==> config.mk <==
export PLATFORM = sky130hd
export DESIGN_NAME = pc_sequencer
export DESIGN_NICKNAME = d
export VERILOG_FILES = /design/src/rtl/pc_sequencer.sv
export SDC_FILE = /design/constraint.sdc
export NUM_CORES = 1
export LEC_CHECK = 0
export BUFFER_PORTS_ARGS = -buffer_cell sky130_fd_sc_hd__buf_2
export CAP_MARGIN = 15
export CELL_PAD_IN_SITES_DETAIL_PLACEMENT = 0
export CELL_PAD_IN_SITES_GLOBAL_PLACEMENT = 1
export CORE_MARGIN = 1.5
export CORE_UTILIZATION = 27
export CTS_CLUSTER_DIAMETER = 50
export CTS_CLUSTER_SIZE = 16
export DETAILED_ROUTE_END_ITERATION = 7
export PLACE_DENSITY_LB_ADDON = 0.25
export SYNTH_ARGS = -nofsm -noshare
export SYNTH_HDL_FRONTEND = slang
export SYNTH_SLANG_ARGS = --single-unit
==> constraint.sdc <==
create_clock -name clk -period 9.23 [get_ports clk]
set_input_delay 1.846 -clock clk [delete_from_list [all_inputs] [get_ports clk]]
set_output_delay 1.846 -clock clk [all_outputs]
set_load 0.05 [all_outputs]
==> src/rtl/pc_sequencer.sv <==
// Next-PC controller: boot/run/halt/trap sequencing for the single-cycle core.
// Drives the PC register write port and keeps epc/mcause for trap return.
module pc_sequencer #(
    parameter logic [31:0] RESET_VECTOR = 32'h0000_0000,
    parameter logic [31:0] TRAP_VECTOR  = 32'h0000_0100,
    parameter int          BOOT_CYCLES  = 2
) (
    input  logic        clk,
    input  logic        rst,
    input  logic [31:0] pc_current,
    input  logic        stall,
    input  logic        branch_taken,
    input  logic [31:0] branch_target,
    input  logic        jump,
    input  logic [31:0] jump_target,
    input  logic        trap_req,
    input  logic [3:0]  trap_cause,
    input  logic        mret,
    input  logic        halt_req,
    input  logic        resume,
    output logic [31:0] pc_next,
    output logic        pc_we,
    output logic        flush,
    output logic [31:0] epc,
    output logic [3:0]  mcause,
    output logic        halted
);

    localparam logic [1:0] S_BOOT = 2'd0;
    localparam logic [1:0] S_RUN  = 2'd1;
    localparam logic [1:0] S_HALT = 2'd2;
    localparam logic [1:0] S_TRAP = 2'd3;

    localparam int CW = (BOOT_CYCLES > 1) ? $clog2(BOOT_CYCLES) : 1;
    localparam logic [CW-1:0] BOOT_LAST = CW'(BOOT_CYCLES - 1);

    logic [1:0]    state;
    logic [1:0]    state_nxt;
    logic [CW-1:0] boot_cnt;
    logic          redir;
    logic [31:0]   redir_tgt;
    logic          take_trap;
    logic [3:0]    trap_code;

    assign redir  = mret | jump | branch_taken;
    assign halted = (state == S_HALT);

    always_comb begin
        if (mret)
            redir_tgt = epc;
        else if (jump)
            redir_tgt = jump_target;
        else
            redir_tgt = branch_target;
    end

    always_comb begin
        pc_next   = pc_current;
        pc_we     = 1'b0;
        flush     = 1'b0;
        state_nxt = state;
        take_trap = 1'b0;
        trap_code = trap_cause;
        unique case (state)
            S_BOOT: begin
                pc_next = RESET_VECTOR;
                pc_we   = 1'b1;
                if (boot_cnt == BOOT_LAST)
                    state_nxt = S_RUN;
            end
            S_RUN: begin
                // redirects and traps win over stall; stall only holds
                if (trap_req) begin
                    take_trap = 1'b1;
                end else if (redir) begin
                    if (redir_tgt[1:0] != 2'b00) begin
                        take_trap = 1'b1;
                        trap_code = 4'd0;
                    end else begin
                        pc_next = redir_tgt;
                        pc_we   = 1'b1;
                        flush   = 1'b1;
                    end
                end else if (halt_req && !stall) begin
                    state_nxt = S_HALT;
                end else if (!stall) begin
                    pc_next = pc_current + 32'd4;
                    pc_we   = 1'b1;
                end
            end
            S_HALT: begin
                if (resume)
                    state_nxt = S_RUN;
            end
            S_TRAP: begin
                flush     = 1'b1;
                state_nxt = S_RUN;
            end
            default: state_nxt = S_BOOT;
        endcase
        if (take_trap) begin
            pc_next   = TRAP_VECTOR;
            pc_we     = 1'b1;
            flush     = 1'b1;
            state_nxt = S_TRAP;
        end
        if (rst) begin
            pc_next = RESET_VECTOR;
            pc_we   = 1'b0;
            flush   = 1'b0;
        end
    end

    always_ff @(posedge clk or posedge rst) begin
        if (rst) begin
            state    <= S_BOOT;
            boot_cnt <= '0;
            epc      <= 32'd0;
            mcause   <= 4'd0;
        end else begin
            state <= state_nxt;
            if (state == S_BOOT && state_nxt == S_BOOT)
                boot_cnt <= boot_cnt + 1'b1;
            else
                boot_cnt <= '0;
            if (take_trap) begin
                epc    <= pc_current;
                mcause <= trap_code;
            end
        end
    end

endmodule
==> flow_results.xml, run 1 <==
<?xml version="1.0" encoding="UTF-8"?>
<metrics>
  <group name="sta">
    <metric name="report.final.hold_viol_count" unit="">0</metric>
    <metric name="max-slew-margin-rel" unit="%">26.3</metric>
    <metric name="post-route-worst-setup-slack" unit="ns">2.65</metric>
    <metric name="finalSetupTns" unit="ns">0</metric>
    <metric name="grt_setup_unrepaired" unit="">false</metric>
    <metric name="max_freq" unit="GHz">0.152</metric>
    <metric name="final_critical_path_time_including_i_o_delays_and_setup" unit="ns">6.58</metric>
    <metric name="drv_slew" unit="">0</metric>
    <metric name="fin_worst_skew" unit="ns">0.00311</metric>
    <metric name="tightest_pin_transition" unit="ns">1.10</metric>
    <metric name="fin_crit_sh" unit="%">71.3</metric>
    <metric name="final-setup-viol-count" unit="">0</metric>
  </group>
  <group name="synth">
    <metric name="synth-simple-area-share" unit="%">23.8</metric>
    <metric name="synth_nets" unit="">600</metric>
    <metric name="yosys_register_bits" unit="">39</metric>
    <metric name="synth_area_leader_cell" unit="">dfrtp_1</metric>
    <metric name="synth_compound_gate_area_share" unit="%">23.1</metric>
    <metric name="post_synth.cell_area_avg" unit="um2">8.49</metric>
    <metric name="netlist.area_leader.share" unit="%">23.5</metric>
    <metric name="asyncSetResetFlopFracSynth" unit="%">100</metric>
    <metric name="synth_enable_flop_cells" unit="">0</metric>
    <metric name="synthesis.area" unit="mm2">0.00416</metric>
    <metric name="synth_xor_xnor_area_share" unit="%">0</metric>
    <metric name="synthDistinctLibCells" unit="">72</metric>
    <metric name="post_synth_fa_ha_maj_area_fraction" unit="%">0.301</metric>
    <metric name="muxShareOfSynthArea" unit="%">22.2</metric>
    <metric name="synth_warnings" unit="">0</metric>
    <metric name="combinational_family_with_the_most_area_after_synthesis" unit="">simple AND/OR/NAND/NOR gates</metric>
    <metric name="ys.flop_type" unit="">dfrtp_1</metric>
    <metric name="largest_cells_by_area_after_synthesis" unit="">dfrtp_1 23%, mux2_2 10%, mux2_4 6.9%, mux2i_1 5.3%, nand2_1 4.3%</metric>
    <metric name="synth.yosys.seq_area_share" unit="%">23.5</metric>
    <metric name="post_synthesis_cell_count" unit="">490</metric>
  </group>
  <group name="min_path">
    <metric name="whs_endpoint" unit="">boot_cnt$_DFF_PP0_</metric>
    <metric name="hp-start" unit="">boot_cnt$_DFF_PP0_</metric>
    <metric name="timing.hold.worst.class" unit="">register to register</metric>
    <metric name="holdPathStages" unit="">1</metric>
  </group>
  <group name="layout">
    <metric name="antenna_cells" unit="">0</metric>
    <metric name="multi_input_comb_area" unit="mm2">0.00289</metric>
    <metric name="commonest_non_fill_non_tap_cell_in_the_layout" unit="">buf_2</metric>
    <metric name="layout-area-overhead-vs-synth" unit="%">26.8</metric>
    <metric name="layout.cells.most_common_list" unit="">179 x buf_2, 48 x nand2_1, 39 x dfrtp_1, 37 x mux2_2, 31 x o21ai_0</metric>
    <metric name="final_nets" unit="">751</metric>
    <metric name="final-seq-area" unit="um2">976</metric>
    <metric name="drive_gt1_share" unit="%">41.7</metric>
    <metric name="post_layout_nonfiller_instances" unit="">830</metric>
    <metric name="num-fill-cells" unit="">1604</metric>
  </group>
  <group name="run_status">
    <metric name="status" unit="">finished clean</metric>
  </group>
  <group name="clock_network">
    <metric name="tritoncts" unit="">yes</metric>
    <metric name="cts_setup_buffers" unit="">0</metric>
    <metric name="ctsHtreeMaxLevel" unit="">2</metric>
    <metric name="cts-resized-gates" unit="">0</metric>
    <metric name="cts_num_sinks" unit="">39</metric>
    <metric name="cts_max_path_buffers" unit="">2</metric>
    <metric name="cts_hold_buffers" unit="">0</metric>
    <metric name="cts_root_buf" unit="">clkbuf_16</metric>
    <metric name="tritoncts.num_buffers" unit="">5</metric>
    <metric name="clock_insertion_delay_at_the_later_pin_of_the_skew_report" unit="ns">0.29</metric>
    <metric name="clock_pin_slew_of_the_registers_on_the_worst_case_setup_and_hold_paths" unit="ns">0.06</metric>
  </group>
  <group name="setup_path">
    <metric name="timing.critical_path.cells" unit="">buf_2 -&gt; buf_4 -&gt; or3b_1 -&gt; o221ai_2 -&gt; nor2_1 -&gt; nand2_1 -&gt; o41ai_1 -&gt; buf_2</metric>
    <metric name="path_buf_inv" unit="">3</metric>
    <metric name="timing.critical_path.slowest_stage_cell" unit="">nor2_1</metric>
    <metric name="worst-r2r-setup-slack" unit="ns">6.32</metric>
    <metric name="criticalPathCategory" unit="">input port to output pin</metric>
    <metric name="slowest_delay" unit="ns">0.63</metric>
    <metric name="worst_r2r_startpoint" unit="">state[0]$_DFF_PP0_</metric>
    <metric name="cp_capture_type" unit="">output pin</metric>
    <metric name="rr_worst_depth" unit="">4</metric>
    <metric name="signal_arrival_time_at_the_worst_endpoint" unit="ns">4.73</metric>
    <metric name="critical_path.top_delay_family" unit="">buffers and inverters</metric>
    <metric name="critical_path.max_fanout" unit="">34</metric>
    <metric name="critical_path.most_common_cell" unit="">buf_2</metric>
    <metric name="cp-start-kind" unit="">input port</metric>
    <metric name="regToRegEndpoint" unit="">epc[11]$_DFFE_PP0P_</metric>
    <metric name="cp_data_required_time" unit="ns">7.38</metric>
  </group>
  <group name="die">
    <metric name="core_area" unit="mm2">0.0151</metric>
    <metric name="placement_rows" unit="">45</metric>
    <metric name="dieArea" unit="mm2">0.0162</metric>
    <metric name="chipHeight" unit="um">127</metric>
    <metric name="io_pins" unit="">180</metric>
    <metric name="fp.dieW" unit="um">127</metric>
    <metric name="initial_utilization" unit="%">27.5</metric>
  </group>
  <group name="place">
    <metric name="gp_congestion" unit="">0.843</metric>
    <metric name="post-place-cells" unit="">821</metric>
    <metric name="dp_hpwl" unit="um">13400</metric>
    <metric name="placement.setup.worst_slack" unit="ns">2.42</metric>
    <metric name="io_buffers" unit="">179</metric>
  </group>
  <group name="drt">
    <metric name="antenna_left" unit="">0</metric>
    <metric name="detail_route.wirelength" unit="um">18200</metric>
    <metric name="dr.pass1.iters" unit="">4</metric>
    <metric name="drt_iter0_drc" unit="">250</metric>
    <metric name="drc" unit="">0</metric>
    <metric name="wire_length_per_cell" unit="um">21.9</metric>
    <metric name="avg_vias_per_cell" unit="">5.60</metric>
    <metric name="routed_vias" unit="">4645</metric>
  </group>
  <group name="pwr">
    <metric name="power.share.sequential" unit="%">20.3</metric>
    <metric name="internal_power" unit="W">0.000683</metric>
    <metric name="p_sw_share" unit="%">57.5</metric>
    <metric name="switchingPower" unit="W">0.000925</metric>
    <metric name="static-leakage-power" unit="nW">2.36</metric>
    <metric name="power_density_over_cell_area" unit="mW/mm2">305</metric>
    <metric name="vdd_ir_drop_max" unit="V">0.000100</metric>
    <metric name="share_clk_of_total_power" unit="%">11.0</metric>
    <metric name="fin_total_pwr" unit="W">0.00161</metric>
    <metric name="power.share.combinational" unit="%">68.8</metric>
  </group>
  <group name="global_routing">
    <metric name="grt.met3_usage" unit="%">3.48</metric>
    <metric name="grt_pass1_vias" unit="">4692</metric>
    <metric name="grt_pass1_wl" unit="um">27300</metric>
    <metric name="use_met2" unit="%">36.1</metric>
    <metric name="global_route.usage.met1" unit="%">30.1</metric>
    <metric name="grt.total_usage" unit="%">22.0</metric>
    <metric name="antenna_found_initial" unit="">0</metric>
    <metric name="busiest_grt_layer" unit="">met2</metric>
    <metric name="grt_start_max_net_pins" unit="">47</metric>
    <metric name="globalRouteOverflowTotal" unit="">0</metric>
  </group>
  <group name="job">
    <metric name="cap_viol_max_count" unit="">0</metric>
  </group>
</metrics>
## through the flow
step / area, um2 / hold WS, ns / utilization (%)
2_1_floorplan: 4160 / 0.398 / -
3_3_place_gp: 5110 / 0.414 / 33.7
3_5_place_dp: 5110 / 0.419 / 33.7
4_1_cts: 5240 / 0.429 / 34.6
5_1_grt: 5270 / 0.447 / 34.8
6_report: 5270 / 0.436 / 34.8
## cells in the mapped netlist, types with 5 or more instances
cell	instances
a31oi_1	6
mux2_4	19
a211oi_1	8
or3_1	8
dfrtp_1	39
and4_1	6
nand4_1	12
nor2_1	25
buf_6	7
mux2_2	37
nor4_1	9
o22ai_1	6
buf_2	17
a21oi_1	27
nand2_1	48
o211ai_1	8
nor3_1	17
o21ai_0	31
clkbuf_1	14
a221oi_1	6
inv_1	11
and3_1	5
mux2i_1	22
o31ai_1	6
nand3_1	16
## sequential cells by signal, indices dropped and copies added (netlist names)
name / flops
state: 2
boot_cnt: 1
mcause: 4
epc: 32
## worst max-delay path by stage
| stage | from | end | slack, ns | cells past startpoint |
|---|---|---|---|---|
| floorplan | rst | pc_next[23] | 2.33 | 5 |
| global placement | mret | pc_next[21] | 2.46 | 8 |
| detailed placement | mret | pc_next[21] | 2.42 | 8 |
| CTS | mret | pc_next[21] | 2.41 | 8 |
| global route | mret | pc_next[11] | 2.47 | 8 |
| finish | mret | pc_next[13] | 2.65 | 8 |
## kinds of logic (layout without fill, tap and decap cells)
| logic type | after synthesis | count (layout) |
|---|---|---|
| DFF | 39 | 39 |
| AOI/OAI and AO/OA | 139 | 139 |
| adders and majority gates | 1 | 1 |
| and+or+nand+nor | 177 | 177 |
| muxes | 78 | 78 |
| buffers and inverters | 56 | 208 |
## power groups by stage
stage / clock (W) / combinational [W] / sequential (W)
finish: 0.000176 / 0.00111 / 0.000326
global route: 0.000185 / 0.00117 / 0.000339
CTS: 0.000179 / 0.00110 / 0.000326
detailed placement: 0 / 0.00110 / 0.000327
global placement: 0 / 0.00110 / 0.000328
floorplan: 0 / 0.000554 / 0.000595
## final cells by class
type | instances | area share, %
Clock inverter | 1 | 0.0949
Multi-Input combinational cell | 395 | 54.8
Inverter | 11 | 0.783
Clock buffer | 7 | 2.52
Sequential cell | 39 | 18.5
Timing Repair Buffer | 189 | 18.8
Tap cell | 188 | 4.46
## layer usage
layer	wire (um)	share of wire [%]
met1	8180	45
met3	1270	7.0
met2	8520	47
met4	187	1.0
met5	0	0
(Power assumes the default switching activity.)
==> inputs of run 2 (changes only) <==
Settings changed: ABC_AREA from default to 1.
Clock period 9.23 ns to 6.15 ns, I/O delays scaled along.
==> run 2 against run 1 <==
- critical endpoint is now pc_next[3]
- largest power group unchanged
- synthesized cell count is 58% higher
- critical path type unchanged
- sequential share of layout area is 0.90 points lower
- setup slack worse by 1.4 ns
- design area is 5.1% higher
- die area is 4.0% higher
- register-to-register slack worse by 2.6 ns
==> flow_results.xml, run 2 <==
<?xml version="1.0" encoding="UTF-8"?>
<metrics>
  <group name="synth">
    <metric name="synth.yosys.seq_area_share" unit="%">22.6</metric>
    <metric name="yosys_register_bits" unit="">39</metric>
    <metric name="most_common_cell_in_the_synthesized_netlist" unit="">nand2_1</metric>
    <metric name="synth_area_leader_cell" unit="">nand2_1</metric>
    <metric name="synthesis.area" unit="mm2">0.00433</metric>
    <metric name="synth_warnings" unit="">0</metric>
    <metric name="ys.flop_type" unit="">dfrtp_1</metric>
    <metric name="largest_cells_by_area_after_synthesis" unit="">nand2_1 26%, dfrtp_1 23%, nand3_1 13%, o21ai_0 7.2%, nor2_1 5.6%</metric>
    <metric name="asyncSetResetFlopFracSynth" unit="%">100</metric>
    <metric name="post_synth.cell_area_avg" unit="um2">5.60</metric>
    <metric name="netlist.area_leader.share" unit="%">25.8</metric>
    <metric name="synth_nets" unit="">882</metric>
    <metric name="synthDistinctLibCells" unit="">33</metric>
    <metric name="synth.cells.most_frequent" unit="">297 x nand2_1, 112 x nand3_1, 64 x nor2_1, 62 x o21ai_0, 56 x inv_1</metric>
    <metric name="post_synthesis_cell_count" unit="">772</metric>
    <metric name="synth_enable_flop_cells" unit="">0</metric>
  </group>
  <group name="sta">
    <metric name="fin_crit_sh" unit="%">80.3</metric>
    <metric name="post-route-worst-setup-slack" unit="ns">1.21</metric>
    <metric name="fin_worst_skew" unit="ns">0.00491</metric>
    <metric name="max-slew-margin-rel" unit="%">29.2</metric>
    <metric name="grt_setup_unrepaired" unit="">false</metric>
    <metric name="max_freq" unit="GHz">0.203</metric>
    <metric name="tightest_pin_transition" unit="ns">1.06</metric>
    <metric name="finalSetupTns" unit="ns">0</metric>
    <metric name="report.final.hold_viol_count" unit="">0</metric>
    <metric name="final-setup-viol-count" unit="">0</metric>
    <metric name="drv_slew" unit="">0</metric>
    <metric name="final_critical_path_time_including_i_o_delays_and_setup" unit="ns">4.94</metric>
  </group>
  <group name="global_routing">
    <metric name="grt_pass1_wl" unit="um">28800</metric>
    <metric name="antenna_found_initial" unit="">1</metric>
    <metric name="grt_start_max_net_pins" unit="">62</metric>
    <metric name="globalRouteOverflowTotal" unit="">0</metric>
    <metric name="grt.total_usage" unit="%">22.5</metric>
    <metric name="grt_pass1_vias" unit="">4949</metric>
  </group>
  <group name="place">
    <metric name="io_buffers" unit="">179</metric>
    <metric name="gp_congestion" unit="">0.916</metric>
    <metric name="dp_hpwl" unit="um">15300</metric>
    <metric name="placement.setup.worst_slack" unit="ns">1.18</metric>
  </group>
  <group name="layout">
    <metric name="layout.cells.most_common_list" unit="">297 x nand2_1, 179 x buf_2, 112 x nand3_1, 64 x nor2_1, 62 x o21ai_0</metric>
    <metric name="drive_gt1_share" unit="%">25.3</metric>
    <metric name="final_nets" unit="">1038</metric>
    <metric name="layout-area-overhead-vs-synth" unit="%">28.1</metric>
    <metric name="largest_reg_flops" unit="">32</metric>
    <metric name="commonest_non_fill_non_tap_cell_in_the_layout" unit="">nand2_1</metric>
    <metric name="num-fill-cells" unit="">1859</metric>
    <metric name="largest-register" unit="">epc</metric>
    <metric name="antenna_cells" unit="">0</metric>
    <metric name="regs_by_ff_count" unit="">epc (32), mcause (4), state (2)</metric>
  </group>
  <group name="pwr">
    <metric name="share_clk_of_total_power" unit="%">15.4</metric>
    <metric name="static-leakage-power" unit="nW">2.85</metric>
    <metric name="power.share.combinational" unit="%">62.9</metric>
    <metric name="power.share.sequential" unit="%">21.7</metric>
    <metric name="power_density_over_cell_area" unit="mW/mm2">410</metric>
    <metric name="vdd_ir_drop_max" unit="V">0.000187</metric>
    <metric name="p_sw_share" unit="%">58.9</metric>
    <metric name="switchingPower" unit="W">0.00134</metric>
    <metric name="internal_power" unit="W">0.000934</metric>
  </group>
  <group name="run_status">
    <metric name="status" unit="">finished clean</metric>
  </group>
  <group name="min_path">
    <metric name="timing.hold.worst.class" unit="">register to register</metric>
  </group>
  <group name="drt">
    <metric name="drt_iter0_drc" unit="">521</metric>
    <metric name="avg_vias_per_cell" unit="">4.94</metric>
    <metric name="antenna_left" unit="">0</metric>
    <metric name="dr.pass1.iters" unit="">5</metric>
    <metric name="routed_vias" unit="">5655</metric>
    <metric name="wire_length_per_cell" unit="um">17.1</metric>
    <metric name="detail_route.wirelength" unit="um">19500</metric>
    <metric name="drc" unit="">0</metric>
  </group>
  <group name="setup_path">
    <metric name="cp_data_required_time" unit="ns">4.92</metric>
    <metric name="criticalPathCategory" unit="">input port to output pin</metric>
    <metric name="signal_arrival_time_at_the_worst_endpoint" unit="ns">3.71</metric>
    <metric name="critical_path.max_fanout" unit="">34</metric>
    <metric name="cp-start-kind" unit="">input port</metric>
    <metric name="cp_capture_type" unit="">output pin</metric>
  </group>
  <group name="die">
    <metric name="placement_rows" unit="">46</metric>
    <metric name="core_area" unit="mm2">0.0158</metric>
    <metric name="io_pins" unit="">180</metric>
    <metric name="chipHeight" unit="um">130</metric>
    <metric name="dieArea" unit="mm2">0.0168</metric>
    <metric name="fp.dieW" unit="um">130</metric>
    <metric name="initial_utilization" unit="%">27.4</metric>
  </group>
  <group name="clock_network">
    <metric name="cts-resized-gates" unit="">0</metric>
    <metric name="tritoncts" unit="">yes</metric>
    <metric name="ctsHtreeMaxLevel" unit="">2</metric>
    <metric name="cts_hold_buffers" unit="">0</metric>
    <metric name="cts_root_buf" unit="">clkbuf_16</metric>
    <metric name="tritoncts.num_buffers" unit="">5</metric>
    <metric name="cts_num_sinks" unit="">39</metric>
    <metric name="clock_insertion_delay_at_the_later_pin_of_the_skew_report" unit="ns">0.29</metric>
    <metric name="cts_setup_buffers" unit="">0</metric>
    <metric name="clock_pin_slew_of_the_registers_on_the_worst_case_setup_and_hold_paths" unit="ns">0.06</metric>
    <metric name="cts_max_path_buffers" unit="">2</metric>
  </group>
  <group name="job">
    <metric name="cap_viol_max_count" unit="">0</metric>
  </group>
</metrics>
-- run 2: cell count changes after synthesis, sizes merged, moves of 20 or more --
cell | before | now
nor2 | 25 | 70
inv | 11 | 59
mux2 | 56 | 0
mux2i | 22 | 0
nand3 | 16 | 113
a21oi | 27 | 47
nand2 | 48 | 303
o21ai | 32 | 64
-- run 2: cell families (layout without fill, tap and decap cells) --
logic type | after synthesis | count (layout) | synth area share [%]
AOI/OAI and AO/OA | 129 | 129 | 18.1
adders and majority gates | 1 | 1 | 0.289
buffers and inverters | 97 | 254 | 9.69
DFF | 39 | 39 | 22.6
and+or+nand+nor | 506 | 506 | 49.4
-- run 2: layout make-up --
class	instances	area, um2	share of cell area, %
inverters	60	225	4.07
flip-flops and latches	39	976	17.6
repair buffers	186	948	17.1
multi-input cells	636	2930	52.9
clock buffers	6	129	2.33
clock inverters	2	60.1	1.08
well taps	216	270	4.88
-- run 2: layer usage --
metal,vias up,GRT usage (%),part of all wire (%)
met1,2579,34.6,49
met4,2,3.59,0.71
met5,-,0,0.061
met2,232,34.1,43
li1,2831,-,-
met3,11,2.52,7.3
-- run 2: power groups by stage --
stage | registers [W] | logic, W | clock network, W
floorplan | 0.000855 | 0.000672 | 0
CTS | 0.000495 | 0.00143 | 0.000354
detailed placement | 0.000499 | 0.00143 | 0
global placement | 0.000495 | 0.00143 | 0
finish | 0.000494 | 0.00143 | 0.000349
global route | 0.000512 | 0.00153 | 0.000362
-- run 2: worst paths after layout --
kind / endpoint / cells past startpoint / slack, ns / from
max: pc_next[3] / 10 / 1.21 / jump
min reg2reg: mcause[3]$_DFFE_PP0P_ / 1 / 0.49 / mcause[3]$_DFFE_PP0P_
max in group asynchronous: epc[24]$_DFFE_PP0P_ / 3 / 4.58 / rst
min in group asynchronous: state[0]$_DFF_PP0_ / 3 / 1.16 / rst
max reg2reg: mcause[1]$_DFFE_PP0P_ / 5 / 3.70 / state[1]$_DFF_PP0_
min: mcause[3]$_DFFE_PP0P_ / 1 / 0.49 / mcause[3]$_DFFE_PP0P_
-- run 2: per-stage QoR --
stage	util [%]	cells	instance area, um2	hold slack [ns]	total power (W)
floorplan	-	772	4330	0.564	0.00153
global route	35.1	1145	5540	0.513	0.00241
global placement	33.9	1137	5350	0.477	0.00193
CTS	35.1	1145	5540	0.499	0.00228
finish	35.1	1145	5540	0.493	0.00227
detailed placement	33.9	1137	5350	0.481	0.00193
-- run 2: critical path, stage by stage --
cell and delay, ns:
buf_2 0.47, nand3b_1 0.26, nand3_4 0.16, nand2_4 0.14, nand2_4 0.16, inv_2 0.09
o21ai_4 0.14, nand2_2 0.42, nor3_1 0.32, buf_2 0.30
==> inputs of run 3 (changes only) <==
Settings changed: ABC_AREA 1 to 0.
Clock period 6.15 ns to 4.2 ns, I/O delays scaled along.
==> run 3 against run 2 <==
- die area decreased by 3.8%
- setup slack got worse by 0.90 ns
- sequential power increased by 43%
- sequential share of layout area about the same
==> flow_results.xml, run 3 (same netlist as run 1, synthesis figures left out) <==
<?xml version="1.0" encoding="UTF-8"?>
<metrics>
  <group name="clock_network">
    <metric name="clock_insertion_delay_at_the_later_pin_of_the_skew_report" unit="ns">0.30</metric>
    <metric name="clock_pin_slew_of_the_registers_on_the_worst_case_setup_and_hold_paths" unit="ns">0.07</metric>
    <metric name="cts_root_buf" unit="">clkbuf_16</metric>
    <metric name="cts_max_path_buffers" unit="">2</metric>
    <metric name="cts_hold_buffers" unit="">0</metric>
    <metric name="cts_setup_buffers" unit="">0</metric>
    <metric name="tritoncts" unit="">yes</metric>
    <metric name="ctsHtreeMaxLevel" unit="">2</metric>
    <metric name="tritoncts.num_buffers" unit="">5</metric>
    <metric name="cts-resized-gates" unit="">0</metric>
    <metric name="cts_num_sinks" unit="">39</metric>
  </group>
  <group name="layout">
    <metric name="commonest_non_fill_non_tap_cell_in_the_layout" unit="">buf_2</metric>
    <metric name="multi_input_comb_area" unit="mm2">0.00293</metric>
    <metric name="layout.cells.most_common_list" unit="">178 x buf_2, 48 x nand2_1, 39 x dfrtp_1, 37 x mux2_2, 32 x buf_4</metric>
    <metric name="final_nets" unit="">774</metric>
    <metric name="regs_by_ff_count" unit="">epc (32), mcause (4), state (2)</metric>
    <metric name="drive_gt1_share" unit="%">45.1</metric>
    <metric name="layout.cell_area.non_filler" unit="mm2">0.00554</metric>
    <metric name="final-seq-area" unit="um2">976</metric>
    <metric name="num-fill-cells" unit="">1608</metric>
    <metric name="layout-area-overhead-vs-synth" unit="%">33.1</metric>
    <metric name="largest-register" unit="">epc</metric>
    <metric name="antenna_cells" unit="">0</metric>
    <metric name="post_layout_nonfiller_instances" unit="">853</metric>
    <metric name="largest_reg_flops" unit="">32</metric>
  </group>
  <group name="global_routing">
    <metric name="grt_pass1_wl" unit="um">27200</metric>
    <metric name="grt_pass1_vias" unit="">4681</metric>
    <metric name="antenna_found_initial" unit="">1</metric>
    <metric name="grt.total_usage" unit="%">22.2</metric>
    <metric name="globalRouteOverflowTotal" unit="">0</metric>
    <metric name="grt_start_max_net_pins" unit="">47</metric>
  </group>
  <group name="drt">
    <metric name="drt_iter0_drc" unit="">366</metric>
    <metric name="detail_route.wirelength" unit="um">17900</metric>
    <metric name="drc" unit="">0</metric>
    <metric name="dr.pass1.iters" unit="">4</metric>
    <metric name="antenna_left" unit="">0</metric>
    <metric name="wl_met3" unit="um">990</metric>
    <metric name="dr.max_layer_used" unit="">met5</metric>
    <metric name="wire_length_per_cell" unit="um">21.0</metric>
    <metric name="avg_vias_per_cell" unit="">5.56</metric>
    <metric name="routed-wl-met2" unit="um">8570</metric>
    <metric name="met1_routed_wirelength_after_detailed_routing" unit="um">7990</metric>
    <metric name="routed_vias" unit="">4741</metric>
  </group>
  <group name="setup_path">
    <metric name="rr_worst_depth" unit="">6</metric>
    <metric name="slowest_delay" unit="ns">0.50</metric>
    <metric name="cp_data_required_time" unit="ns">3.36</metric>
    <metric name="critical_path.most_common_cell" unit="">buf_2</metric>
    <metric name="cp-start-kind" unit="">input port</metric>
    <metric name="worstSetupEndpoint" unit="">pc_next[29]</metric>
    <metric name="criticalPathCategory" unit="">input port to output pin</metric>
    <metric name="worst_r2r_startpoint" unit="">state[0]$_DFF_PP0_</metric>
    <metric name="worst-r2r-setup-slack" unit="ns">1.95</metric>
    <metric name="cp_capture_type" unit="">output pin</metric>
    <metric name="timing.critical_path.slowest_stage_cell" unit="">or3_1</metric>
    <metric name="signal_arrival_time_at_the_worst_endpoint" unit="ns">3.04</metric>
    <metric name="regToRegEndpoint" unit="">epc[20]$_DFFE_PP0P_</metric>
    <metric name="startpoint" unit="">pc_current[17]</metric>
    <metric name="timing.critical_path.cells" unit="">buf_2 -&gt; nand4_1 -&gt; or3_1 -&gt; buf_4 -&gt; nor3_1 -&gt; mux2_2 -&gt; nor4_2 -&gt; buf_2</metric>
    <metric name="critical_path.max_fanout" unit="">6</metric>
  </group>
  <group name="place">
    <metric name="io_buffers" unit="">179</metric>
    <metric name="postPlaceCellArea" unit="mm2">0.00536</metric>
    <metric name="post-place-cells" unit="">845</metric>
    <metric name="dp_hpwl" unit="um">14000</metric>
    <metric name="gp_congestion" unit="">0.918</metric>
  </group>
  <group name="die">
    <metric name="io_pins" unit="">180</metric>
    <metric name="placement_rows" unit="">45</metric>
    <metric name="core_area" unit="mm2">0.0151</metric>
    <metric name="fp.dieW" unit="um">127</metric>
    <metric name="dieArea" unit="mm2">0.0162</metric>
    <metric name="chipHeight" unit="um">127</metric>
    <metric name="initial_utilization" unit="%">27.5</metric>
  </group>
  <group name="pwr">
    <metric name="power.share.combinational" unit="%">67.8</metric>
    <metric name="power.share.sequential" unit="%">19.2</metric>
    <metric name="vdd_ir_drop_max" unit="V">0.000333</metric>
    <metric name="p_sw_share" unit="%">55.6</metric>
    <metric name="switchingPower" unit="W">0.00205</metric>
    <metric name="share_clk_of_total_power" unit="%">12.9</metric>
    <metric name="internal_power" unit="W">0.00163</metric>
    <metric name="power_density_over_cell_area" unit="mW/mm2">664</metric>
    <metric name="static-leakage-power" unit="nW">2.49</metric>
  </group>
  <group name="sta">
    <metric name="drv_slew" unit="">0</metric>
    <metric name="max_freq" unit="GHz">0.258</metric>
    <metric name="fin_worst_skew" unit="ns">0.00989</metric>
    <metric name="grt_setup_unrepaired" unit="">false</metric>
    <metric name="final_critical_path_time_including_i_o_delays_and_setup" unit="ns">3.88</metric>
    <metric name="report.final.hold_viol_count" unit="">0</metric>
    <metric name="max-slew-margin-rel" unit="%">50.8</metric>
    <metric name="final-setup-viol-count" unit="">0</metric>
    <metric name="tightest_pin_transition" unit="ns">0.739</metric>
    <metric name="fin_crit_sh" unit="%">92.5</metric>
  </group>
  <group name="job">
    <metric name="cap_viol_max_count" unit="">0</metric>
  </group>
  <group name="run_status">
    <metric name="status" unit="">finished clean</metric>
  </group>
  <group name="min_path">
    <metric name="timing.hold.worst.class" unit="">register to register</metric>
  </group>
</metrics>
==> run 3: changes by cell type in the layout (fill, tap and decap cells not counted), sizes merged, moves of 22 or more <==
cell   change
inv       -48
nand3     -97
nor2      -45
mux2      +56
o21ai     -32
nand2    -255
buf       +26
mux2i     +22
==> run 3: per-stage QoR <==
step / hold WS, ns / power [W] / TNS [ns] / worst slack (ns) / util (%)
after floorplan: 0.398 / 0.00254 / -0.00930 / -0.00930 / -
after global placement: 0.416 / 0.00320 / 0 / 0.332 / 35.4
after detailed placement: 0.425 / 0.00323 / 0 / 0.302 / 35.4
after CTS: 0.437 / 0.00371 / 0 / 0.287 / 36.5
after global routing: 0.448 / 0.00388 / 0 / 0.161 / 36.5
final: 0.436 / 0.00368 / 0 / 0.317 / 36.5
==> run 3: power by group through the flow <==
| stage | sequential, W | clock (W) | combinational [W] |
|---|---|---|---|
| final | 0.000707 | 0.000476 | 0.00249 |
| after global routing | 0.000740 | 0.000498 | 0.00264 |
| after CTS | 0.000713 | 0.000484 | 0.00252 |
| after detailed placement | 0.000718 | 0 | 0.00251 |
| after global placement | 0.000708 | 0 | 0.00250 |
| after floorplan | 0.00131 | 0 | 0.00123 |
==> run 3: area by class of cell <==
type	instances	share of cell area (%)
multi-input combinational	395	53.0
timing repair buffer	212	21.2
sequential	39	17.6
tap	188	4.25
clock buffer	6	2.51
inverter	11	0.814
clock inverter	2	0.633
==> run 3: worst min-delay path by stage <==
stage / start / end / slack (ns) / cells past startpoint
3_3_place_gp: boot_cnt$_DFF_PP0_ / boot_cnt$_DFF_PP0_ / 0.42 / 1
5_1_grt: boot_cnt$_DFF_PP0_ / boot_cnt$_DFF_PP0_ / 0.45 / 1
2_1_floorplan: boot_cnt$_DFF_PP0_ / boot_cnt$_DFF_PP0_ / 0.40 / 1
4_1_cts: boot_cnt$_DFF_PP0_ / boot_cnt$_DFF_PP0_ / 0.44 / 1
3_5_place_dp: boot_cnt$_DFF_PP0_ / boot_cnt$_DFF_PP0_ / 0.43 / 1
6_report: boot_cnt$_DFF_PP0_ / boot_cnt$_DFF_PP0_ / 0.44 / 1
==> run 3: worst max-delay path, delay by kind of cell <==
family,cells,cell delay [ns]
multiplexers,1,0.37
buffers and inverters,3,0.66
AND/OR/NAND/NOR,4,1.18
==> run 3: per-layer routing <==
layer / up-vias / global-route usage [%]
met1: 2276 / 28.9
met2: 202 / 37.8
li1: 2234 / -
met5: - / 0
met3: 27 / 3.48
met4: 2 / 6.89
